## src/rtl/cache_write_buffer_pkg.sv

```systemverilog
`default_nettype none
// ============================================================================
// Module   : cache_write_buffer_pkg
// Brief    : Shared widths, entry record and tag helpers for the write buffer.
// Revision : 1.0 - initial release
// ============================================================================
package cache_write_buffer_pkg;

  localparam int ADDR_W          = 10;
  localparam int BLOCK_W         = 128;
  localparam int OFFS_W          = 4;
  localparam int WORD_W          = 32;
  localparam int WORDS_PER_BLOCK = BLOCK_W / WORD_W;
  localparam int TAG_W           = ADDR_W - OFFS_W;

  typedef logic [TAG_W-1:0]   tag_t;
  typedef logic [BLOCK_W-1:0] block_t;

  typedef struct packed {
    tag_t   tag;
    block_t data;
    logic   valid;
  } entry_t;

  // Rebuild the block-aligned byte address from a stored tag.
  function automatic logic [ADDR_W-1:0] block_base(input tag_t tag);
    return {tag, {OFFS_W{1'b0}}};
  endfunction

endpackage

`ifndef CWB_BLOCK_TAG
`define CWB_BLOCK_TAG(addr) addr[cache_write_buffer_pkg::ADDR_W-1:cache_write_buffer_pkg::OFFS_W]
`endif

`default_nettype wire

```

## src/rtl/cache_write_buffer_wb_match_select.sv

```systemverilog
`default_nettype none
// ============================================================================
// Module   : wb_match_select
// Brief    : Tag match over all queued entries; youngest hit relative to wr_ptr.
// Revision : 1.0 - initial release
// ============================================================================
module wb_match_select #(
  parameter int DEPTH = 4,
  parameter int TAG_W = 6,
  parameter int PTR_W = 2
) (
  input  logic [TAG_W-1:0] tags [DEPTH],
  input  logic [DEPTH-1:0] valids,
  input  logic [PTR_W-1:0] wr_ptr,
  input  logic [TAG_W-1:0] lookup_tag,
  output logic             hit,
  output logic [PTR_W-1:0] hit_idx
);

  logic [DEPTH-1:0] w_match;

  generate
    for (genvar i = 0; i < DEPTH; i++) begin : g_cmp
      assign w_match[i] = valids[i] && (tags[i] == lookup_tag);
    end
  endgenerate

  // Walk from oldest slot (age DEPTH) to newest (age 1); the last match seen wins.
  always_comb begin : p_select
    logic [PTR_W-1:0] idx;
    hit     = 1'b0;
    hit_idx = '0;
    idx     = '0;
    for (int k = DEPTH; k >= 1; k--) begin
      idx = wr_ptr - PTR_W'(k);
      if (w_match[idx]) begin
        hit     = 1'b1;
        hit_idx = idx;
      end
    end
  end

endmodule

`default_nettype wire

```

## src/rtl/cache_write_buffer.sv

```systemverilog
`default_nettype none
// ============================================================================
// Module   : cache_write_buffer
// Brief    : In-order block write buffer between L1 and memory with read forwarding.
// Revision : 1.0 - initial release
// ============================================================================
module cache_write_buffer
  import cache_write_buffer_pkg::*;
#(
  parameter int DEPTH   = 4,
  parameter int ADDR_W  = cache_write_buffer_pkg::ADDR_W,
  parameter int BLOCK_W = cache_write_buffer_pkg::BLOCK_W,
  parameter int OFFS_W  = cache_write_buffer_pkg::OFFS_W
) (
  input  logic                     clk,
  input  logic                     reset,
  input  logic                     in_valid,
  output logic                     in_ready,
  input  logic [ADDR_W-1:0]        in_addr,
  input  logic [BLOCK_W-1:0]       in_data,
  output logic                     mem_valid,
  input  logic                     mem_ready,
  output logic [ADDR_W-1:0]        mem_addr,
  output logic [BLOCK_W-1:0]       mem_data,
  input  logic [ADDR_W-1:0]        lookup_addr,
  output logic                     lookup_hit,
  output logic [BLOCK_W-1:0]       lookup_data,
  output logic [$clog2(DEPTH):0]   count,
  output logic                     empty,
  output logic                     full
);

  localparam int c_PTR_W = $clog2(DEPTH);
  localparam int c_CNT_W = $clog2(DEPTH) + 1;

  entry_t               r_entries [DEPTH];
  logic [c_PTR_W-1:0]   r_wr_ptr;
  logic [c_PTR_W-1:0]   r_rd_ptr;
  logic [c_CNT_W-1:0]   r_count;

  logic                 w_push;
  logic                 w_pop;
  logic                 w_full;
  logic                 w_empty;
  tag_t                 w_tags [DEPTH];
  logic [DEPTH-1:0]     w_valids;
  logic                 w_hit;
  logic [c_PTR_W-1:0]   w_hit_idx;
  logic                 w_unused_offs;

  // Byte-offset bits never take part in matching or storage.
  assign w_unused_offs = ^{in_addr[OFFS_W-1:0], lookup_addr[OFFS_W-1:0]};

  assign w_full  = (r_count == c_CNT_W'(DEPTH));
  assign w_empty = (r_count == '0);

  // Acceptance looks only at registered occupancy: a full buffer refuses
  // even when the head is leaving in the same cycle.
  assign in_ready  = !w_full;
  assign mem_valid = !w_empty;
  assign w_push    = in_valid && in_ready;
  assign w_pop     = mem_valid && mem_ready;

  assign count = r_count;
  assign empty = w_empty;
  assign full  = w_full;

  assign mem_addr = w_empty ? '0 : block_base(r_entries[r_rd_ptr].tag);
  assign mem_data = w_empty ? '0 : r_entries[r_rd_ptr].data;

  always_ff @(posedge clk) begin
    if (reset) begin
      r_wr_ptr <= '0;
      r_rd_ptr <= '0;
      r_count  <= '0;
      for (int i = 0; i < DEPTH; i++) begin
        r_entries[i].valid <= 1'b0;
      end
    end else begin
      if (w_pop) begin
        r_entries[r_rd_ptr].valid <= 1'b0;
        r_rd_ptr                  <= r_rd_ptr + 1'b1;
      end
      // Push and pop never address the same slot: push needs !full, pop needs !empty.
      if (w_push) begin
        r_entries[r_wr_ptr].tag   <= `CWB_BLOCK_TAG(in_addr);
        r_entries[r_wr_ptr].data  <= in_data;
        r_entries[r_wr_ptr].valid <= 1'b1;
        r_wr_ptr                  <= r_wr_ptr + 1'b1;
      end
      case ({w_push, w_pop})
        2'b10:   r_count <= r_count + 1'b1;
        2'b01:   r_count <= r_count - 1'b1;
        default: r_count <= r_count;
      endcase
    end
  end

  generate
    for (genvar i = 0; i < DEPTH; i++) begin : g_unpack
      assign w_tags[i]   = r_entries[i].tag;
      assign w_valids[i] = r_entries[i].valid;
    end
  endgenerate

  wb_match_select #(
    .DEPTH (DEPTH),
    .TAG_W (TAG_W),
    .PTR_W (c_PTR_W)
  ) u_match (
    .tags       (w_tags),
    .valids     (w_valids),
    .wr_ptr     (r_wr_ptr),
    .lookup_tag (`CWB_BLOCK_TAG(lookup_addr)),
    .hit        (w_hit),
    .hit_idx    (w_hit_idx)
  );

  assign lookup_hit  = w_hit;
  assign lookup_data = w_hit ? r_entries[w_hit_idx].data : '0;

endmodule

`default_nettype wire

```

## config.mk

```make
export PLATFORM = sky130hd
export DESIGN_NAME = cache_write_buffer
export DESIGN_NICKNAME = d
export VERILOG_FILES = /design/src/rtl/cache_write_buffer_pkg.sv /design/src/rtl/cache_write_buffer_wb_match_select.sv /design/src/rtl/cache_write_buffer.sv
export SDC_FILE = /design/constraint.sdc
export NUM_CORES = 1
export LEC_CHECK = 0
export CAP_MARGIN = 0
export CORE_AREA = 2 2 253 192
export DETAILED_ROUTE_END_ITERATION = 6
export DIE_AREA = 0 0 255 194
export GPL_TIMING_DRIVEN = 0
export PLACE_DENSITY = 0.8
export SLEW_MARGIN = 0
export SYNTH_ARGS = -nofsm -noshare
export SYNTH_HDL_FRONTEND = slang
export SYNTH_SLANG_ARGS = --single-unit
```

## constraint.sdc

```tcl
create_clock -name clk -period 6.99 [get_ports clk]
set_input_delay 1.398 -clock clk [delete_from_list [all_inputs] [get_ports clk]]
set_output_delay 1.398 -clock clk [all_outputs]
set_load 0.005 [all_outputs]
```

Yosys cells after proc, flatten, opt, wreduce, memory -nomap -nowiden
Memory sizes are Yosys's and may differ from the RTL's. A register that Yosys moved wholly into a read port is not among the register bits. Cells that the tools add are included.

Register bits after elaboration: 7. Bits in latches: 0. Memory bits (writable): 540. ROM bits: 0. Input bits: 152. Output and inout bits: 274. Logic and storage cells: 70. Memories kept: 1.

$add $sub $neg: 7. Multipliers: 0. Div/mod/pow operators: 0. $lt $le $gt $ge: 4. Equal/unequal tests: 7. Shift-type cells: 0. Muxes and demuxes: 36. Bitwise logic cells: 0. Reductions and logical operators: 12.

Memories: r_entries (depth 4, width 135, rd ports 6, clocked after memory_dff 1, write ports 4, line cache_write_buffer.sv:36) `entry_t r_entries [DEPTH];`.

Operators with widths (number): $mux 135 (2); $reduce_or 135->1 (2); $mux 128 (2); $eq 6x6->1 (4); $mux 2 (10); $mux 1 (16); $lt 2x3->1 const B (4); $mux 10 (1); $bmux 1 s2 (4); $logic_and 1x1->1 (6); $pmux 3 s2 (1); $add 2x1->2 const B (2); $sub 2x2->2 const B (2); $add 3x1->3 const B (1); $eq 3x3->1 const B (1); $logic_not 3->1 (1); $sub 3x1->3 const B (1); $eq 2x1->1 const B (1); $eq 2x2->1 const B (1); $logic_not 1->1 (2); $reduce_bool 2->1 (1); $sub 2x1->2 const B (1).

Logic depth before layout (Yosys ltp)
Gate-level depths: netlist (run 1). An unclocked memory read counts as a cell.

Depth after elaboration: 11. Mapped depth: 10. Mapped depth without buffers: 9.

Hierarchy
From an unflattened synthesis (run 1), not the netlist that was laid out.

Cell total of the unflattened synthesis: 1269. Area, all modules: 25199.2 um^2.

By module, submodules not included: cache_write_buffer (instances 1, cells each 1221, area an instance 24776.3 um^2, sequential area each 16355.7 um^2); wb_match_select (instances 1, cells each 48, area an instance 422.9 um^2, sequential area each 0.0 um^2).

Worst setup path after synthesis (run 1)
No wires, ideal clock.

Path kind: input port to flip-flop. Start: input reset. End: memory r_entries[2][100] (netlist name), enable pin. Library setup time: 0.511 ns. Arrival: 4.878 ns. Data required time: 6.479 ns. Path slack: 1.601 ns. Stages on the path: 3. Path buffers: 1. Cells stage by stage: clkbuf_1 nor2_1 and2_1.

RTL lines: start: declaration (line cache_write_buffer.sv:16) `input logic reset,`; end: declaration (line cache_write_buffer.sv:36).

Worst setup path in the final report (run 1)
Start: input lookup_addr[6]. End: output lookup_data[31].

Longest elaborated chain between the ends: 10. Elaborated cells between the ends (all ways): 26. Classes of those cells: eq/ne (4); mux (17); reduce/logical (4); memory (1).

Ends and longest elaborated chain: start: declaration (line cache_write_buffer.sv:25) `input logic [ADDR_W-1:0] lookup_addr,`; $eq 6x6->1 (line cache_write_buffer_wb_match_select.sv:24) `assign w_match[i] = valids[i] && (tags[i] == lookup_tag);`; $logic_and 1x1->1 (line cache_write_buffer_wb_match_select.sv:24); $bmux 1 s2 (line cache_write_buffer_wb_match_select.sv:36) `if (w_match[idx]) begin`; $mux 1 (implied by the code) (line cache_write_buffer_wb_match_select.sv:36); $mux 2 (4 in series) (line cache_write_buffer_wb_match_select.sv:36); $mem_v2 4x135; $mux 128 * (line cache_write_buffer.sv:120) `assign lookup_data = w_hit ? r_entries[w_hit_idx].data : '0;`; end: declaration (line cache_write_buffer.sv:27) `output logic [BLOCK_W-1:0] lookup_data,`.

Mark *: on every way between the ends. The rest lies on a longest branch, timed or not. The select of a mux whose other input is x is not followed.

==> out/qor.yml, run 1 <==
final_util: 0.6798
power.leakage_uw: 0.01193
rsz0062_at_grt: "false"
drtIter0Drc: 1323
ctsResizeCount: 0
rows: 69
hold_end: "count[2]"
htreeDepth: 2
ys_async_sr_fraction: 0
die_height_um: 194
cts_hold_buf: 0
cts_tree: "yes"
tightest_slew_ns: 1.128
synth_area_leaders: "edfxtp_1, mux4_2, mux2i_1"
ir_drop_uv: 282.2
maxSlewViolCount: 0
max_slew_margin: 0.2477
gp_congestion: 0.8216
start_util: 0.5343
io_buffers: 410
clockBufferDepth: 3
finalHoldViolations: 0
min_from: "count[2]"
first_global_vias: 16232
crit_fanout: 10
status: "complete, no violations"
overflow: 0
maxCapViolations: 0
synth_area_leader_cell: "edfxtp_1"
ant_nets: 0
startpoint_type: "input pin"
worstHoldPathType: "register to register"
end_kind: "output pin"
power-per-cell-area_nw_per_um2: 323.3
fmax_mhz: 152.5
reg2reg_to: "count[2]"
grt_max_degree: 58
ys_ff_latch: 549
firstDrtPassIters: 6
yosys_most_used_dff: "edfxtp_1"
period_needed_ns: 6.558
wl_per_cell_um: 26.30
finalNonFillerCells: 2597
num_vias: 15667
drive_above_1_share: 0.1499
finalSetupTns_ns: 0
io_pins: 426
core_area_sq_um: 47050
drt_wl_total_um: 68290
antenna_found_initial: 13
netlist_instances: 1433
die-area_sq_um: 49470
grt_usage: 0.2738
hpwl_um: 45490
yosys_warnings: 0
cts_root_buffer: "clkbuf_16"
drc_errors: 0
r2r-start: "count[0]"
hold_depth: 2
holdWs_ns: 0.5375
cts_buffers: 53
clock-sinks: 549
clk_latency_ns: 0.59
finClkSkew_ns: 0.02033
die-width_um: 255
worstSetupPathType: "input pin to output pin"
r2r_slack_ns: 3.98
vias_per_cell: 6.033
cts_setup_buffers: 0
dp.cells: 2493
syn_to_final_growth_pct: 27.22
timing.final.crit_share: 0.9382
syn_area_sq_um: 25140
grt_pass1_wl_um: 100400
synth_edf_count: 536
setup_violations: 0
required_ns: 5.59
clkSlewWorstSetupHoldPaths_ns: 0.06
critPathArrivalTime_ns: 5.16
syn_avg_cell_area_sq_um: 17.54
r2r_cells: 10
finalPower_uw: 10340
yosysMostFrequentCell: "edfxtp_1"
synth_top_area_frac: 0.6403
synth_seq_area_share: 0.6506
fin_nets: 2067
synth_cell_type_count: 44
synth_common_cells: "edfxtp_1, mux2i_1, and2_1"
==> power by group <==
group / internal (uW) / switching (uW)
Clock: 1570 / 1210
Sequential: 3820 / 89.9
Combinational: 1940 / 1710
==> worst max-delay path by stage <==
stage                   startpoint           endpoint  slack [ns]
floorplan                    reset  r_entries[2][100]        1.60
global placement          in_valid   r_entries[0][82]       -1.60
detailed placement  lookup_addr[8]    lookup_data[31]        0.59
CTS                 lookup_addr[6]    lookup_data[31]        0.58
global route        lookup_addr[6]    lookup_data[31]        0.36
finish              lookup_addr[6]    lookup_data[31]        0.43
==> state kept, by name (all words and copies together) (netlist names), named ones only <==
register / cells
count: 3
r_entries: 540
r_rd_ptr: 2
r_wr_ptr: 2
==> area by class of cell <==
type,count,area (sq um)
buffer,109,719.4
multi-input combinational,768,8048
clock inverter,30,236.5
sequential,549,16360
antenna,4,10.01
clock buffer,70,1453
inverter,10,37.54
fill,3109,15070
tap,639,799.5
timing repair buffer,418,4324
==> cells in the final DEF (no fill, tap or decap), types with 2 or more instances in the layout <==
cell type        count
edfxtp_1           536
clkdlybuf4s50_1    410
mux2i_1            256
and2_1             136
mux4_2             134
o22ai_1            128
clkbuf_16           55
clkbuf_1            52
buf_2               25
buf_6               23
xnor2_1             16
nor2_1              14
xor2_1              14
dfxtp_1             13
clkinv_2            11
inv_1               10
nand2_1             10
buf_1                9
clkinv_1             8
buf_16               8
clkinvlp_4           7
nand3_1              6
buf_4                6
buf_8                6
a21oi_1              5
nand4_1              5
ha_1                 5
diode_2              4
and2_4               4
o21ai_0              4
conb_1               4
nor3_1               3
or4_1                3
bufinv_16            3
a31o_2               2
or3_1                2
or2_2                2
clkbuf_8             2
==> routing by layer <==
metal | up-vias | wire (um) | global-route usage
li1 | 6757 | - | -
met1 | 7999 | 25980 | 0.3569
met2 | 764 | 33460 | 0.4485
met3 | 125 | 7293 | 0.08283
met4 | 22 | 1419 | 0.07516
met5 | - | 140 | 0
==> stage by stage <==
step	area [sq um]	setup WS [ns]
6_report	31980	0.4319
5_1_grt	31970	0.3574
3_3_place_gp	30050	-1.604
3_5_place_dp	30280	0.5878
2_1_floorplan	25150	1.601
4_1_cts	31970	0.5791
==> cells by family after synthesis <==
logic type / share of synthesized area
multiplexers: 0.2224
XOR/XNOR: 0.01045
flip-flops: 0.6506
other: 0.0001492
buffers and inverters: 0.03011
AO/OA/AOI/OAI: 0.03793
adder cells (fa/ha/maj): 0.003285
AND/OR/NAND/NOR: 0.04504
==> critical path: stages <==
cell	delay [ns]
clkdlybuf4s50_1	0.53
xor2_1	0.22
nor3_1	0.54
nand3_1	0.27
and2_1	0.23
o311ai_1	0.41
buf_4	0.37
buf_2	0.41
o22ai_1	0.24
clkdlybuf4s50_1	0.52
Note: power is estimated with default switching activity, not from simulation.
==> run 2: changes to the inputs <==
CAP_MARGIN = default   (was 0)
CORE_AREA = 2 2 370 280   (was 2 2 253 192)
DIE_AREA = 0 0 372 282   (was 0 0 255 194)
PLACE_DENSITY = default   (was 0.8)
==> out/qor.yml, run 2 (synthesis results as in run 1) <==
die-width_um: 372
crit_buf_inv: 4
hold_depth: 1
cts_buffers: 59
die_height_um: 282
clkSlewWorstSetupHoldPaths_ns: 0.06
worstSetupPathType: "input pin to output pin"
finalSetupTns_ns: 0
layout.cells.most_common_list: "edfxtp_1, clkdlybuf4s50_1, mux2i_1"
rows: 101
start_util: 0.2490
grt_max_degree: 50
fin_ws_ns: 0.3681
antenna_found_initial: 14
io_buffers: 410
power-per-cell-area_nw_per_um2: 322.9
firstDrtPassIters: 5
drtIter0Drc: 1136
critPathTopFamily: "buffers and inverters"
largest_reg_flops: 540
critPathSlowestCell: "clkbuf_1"
largest_register: "r_entries"
clk_latency_ns: 0.61
wl_per_cell_um: 24.56
cp_num_cells: 11
fin_area_sq_um: 33040
ant_nets: 0
required_ns: 5.59
hpwl_um: 56510
worstHoldPathType: "register to register"
startpoint_type: "input pin"
maxCapViolations: 0
overflow: 0
end_kind: "output pin"
gp_congestion: 0.7577
syn_to_final_growth_pct: 31.44
tightest_slew_ns: 1.210
status: "complete, no violations"
fillers: 9690
worstPathCellList: "clkdlybuf4s50_1 -> xnor2_1 -> nand4_1 -> nor3_1 -> a21oi_1 -> o32ai_1 -> a21boi_2 -> buf_6 -> clkbuf_1 -> o22ai_1 -> clkdlybuf4s50_1"
num_vias: 15421
setup_violations: 0
clock-sinks: 549
r2r_cells: 10
cpPeakStageDelay_ns: 0.73
period_needed_ns: 6.622
timing.final.crit_share: 0.9473
drc_errors: 0
place_area_sq_um: 31260
rsz0062_at_grt: "false"
fmax_mhz: 151.0
cts_hold_buf: 0
finalHoldViolations: 0
max_slew_margin: 0.1935
vias_per_cell: 4.669
drive_above_1_share: 0.1502
cts_root_buffer: "clkbuf_16"
io_pins: 426
ir_drop_uv: 160.1
clockBufferDepth: 3
maxSlewViolCount: 0
cts_setup_buffers: 0
htreeDepth: 2
cpMostUsedCell: "clkdlybuf4s50_1"
ctsResizeCount: 0
core_area_sq_um: 101000
drt_wl_total_um: 81110
place_ws_ns: 0.3102
grt_pass1_wl_um: 114800
die-area_sq_um: 104900
critPathArrivalTime_ns: 5.22
fin_nets: 2077
power.leakage_uw: 0.01202
cts_tree: "yes"
crit_fanout: 10
first_global_vias: 16675
finClkSkew_ns: 0.006295
final_common_cell: "edfxtp_1"
grt_usage: 0.1507
run 2: changes by cell type in the layout (fill, tap and decap cells not counted), sizes merged:
cell	previous run	this run
clkinv	19	16
inv	11	12
buf	78	82
clkinvlp	7	3
clkbuf	109	114
bufinv	3	4
diode	4	6
run 2: final timing paths:
check | slack [ns] | from | to
setup reg to reg | 3.70 | count[0] | count[2]
hold reg to reg | 0.54 | r_entries[3][0] | r_entries[3][0]
setup / recovery | 0.37 | lookup_addr[6] | lookup_data[62]
hold / removal | 0.54 | r_entries[3][0] | r_entries[3][0]
run 2: final cells by class:
cell class / instances / area [sq um] / share of cell area
Antenna cell: 6 / 15.01 / 0.0004544
Inverter: 10 / 37.54 / 0.001136
Sequential cell: 549 / 16360 / 0.4950
Multi-Input combinational cell: 768 / 8048 / 0.2436
Clock inverter: 25 / 232.7 / 0.007043
Clock buffer: 75 / 1536 / 0.04650
Timing Repair Buffer: 422 / 4422 / 0.1338
Buffer: 109 / 720.7 / 0.02181
Tap cell: 1339 / 1675 / 0.05070
run 2: report_power, final:
group	leakage, uW	switching, uW	internal, uW
clock network	0.000854	1260	1680
registers	0.00497	86.7	3820
logic	0.00619	1870	1950
run 2: layer usage:
metal	vias to the layer above	GRT usage	part of all wire
met5	-	0	0.0015
met4	18	0.02988	0.017
met3	111	0.04742	0.079
met2	488	0.2517	0.48
li1	6768	-	-
met1	8036	0.1922	0.42
run 2: through the flow:
| stage | hold WS (ns) | instances | util | total power (uW) |
|---|---|---|---|---|
| 2_1_floorplan | 0.4606 | 1436 | - | 5509 |
| 3_3_place_gp | 0.5085 | 3185 | 0.3063 | 7854 |
| 3_5_place_dp | 0.5152 | 3197 | 0.3096 | 7855 |
| 4_1_cts | 0.5291 | 3297 | 0.3271 | 10850 |
| 5_1_grt | 0.5590 | 3297 | 0.3271 | 11190 |
| 6_report | 0.5376 | 3303 | 0.3273 | 10670 |
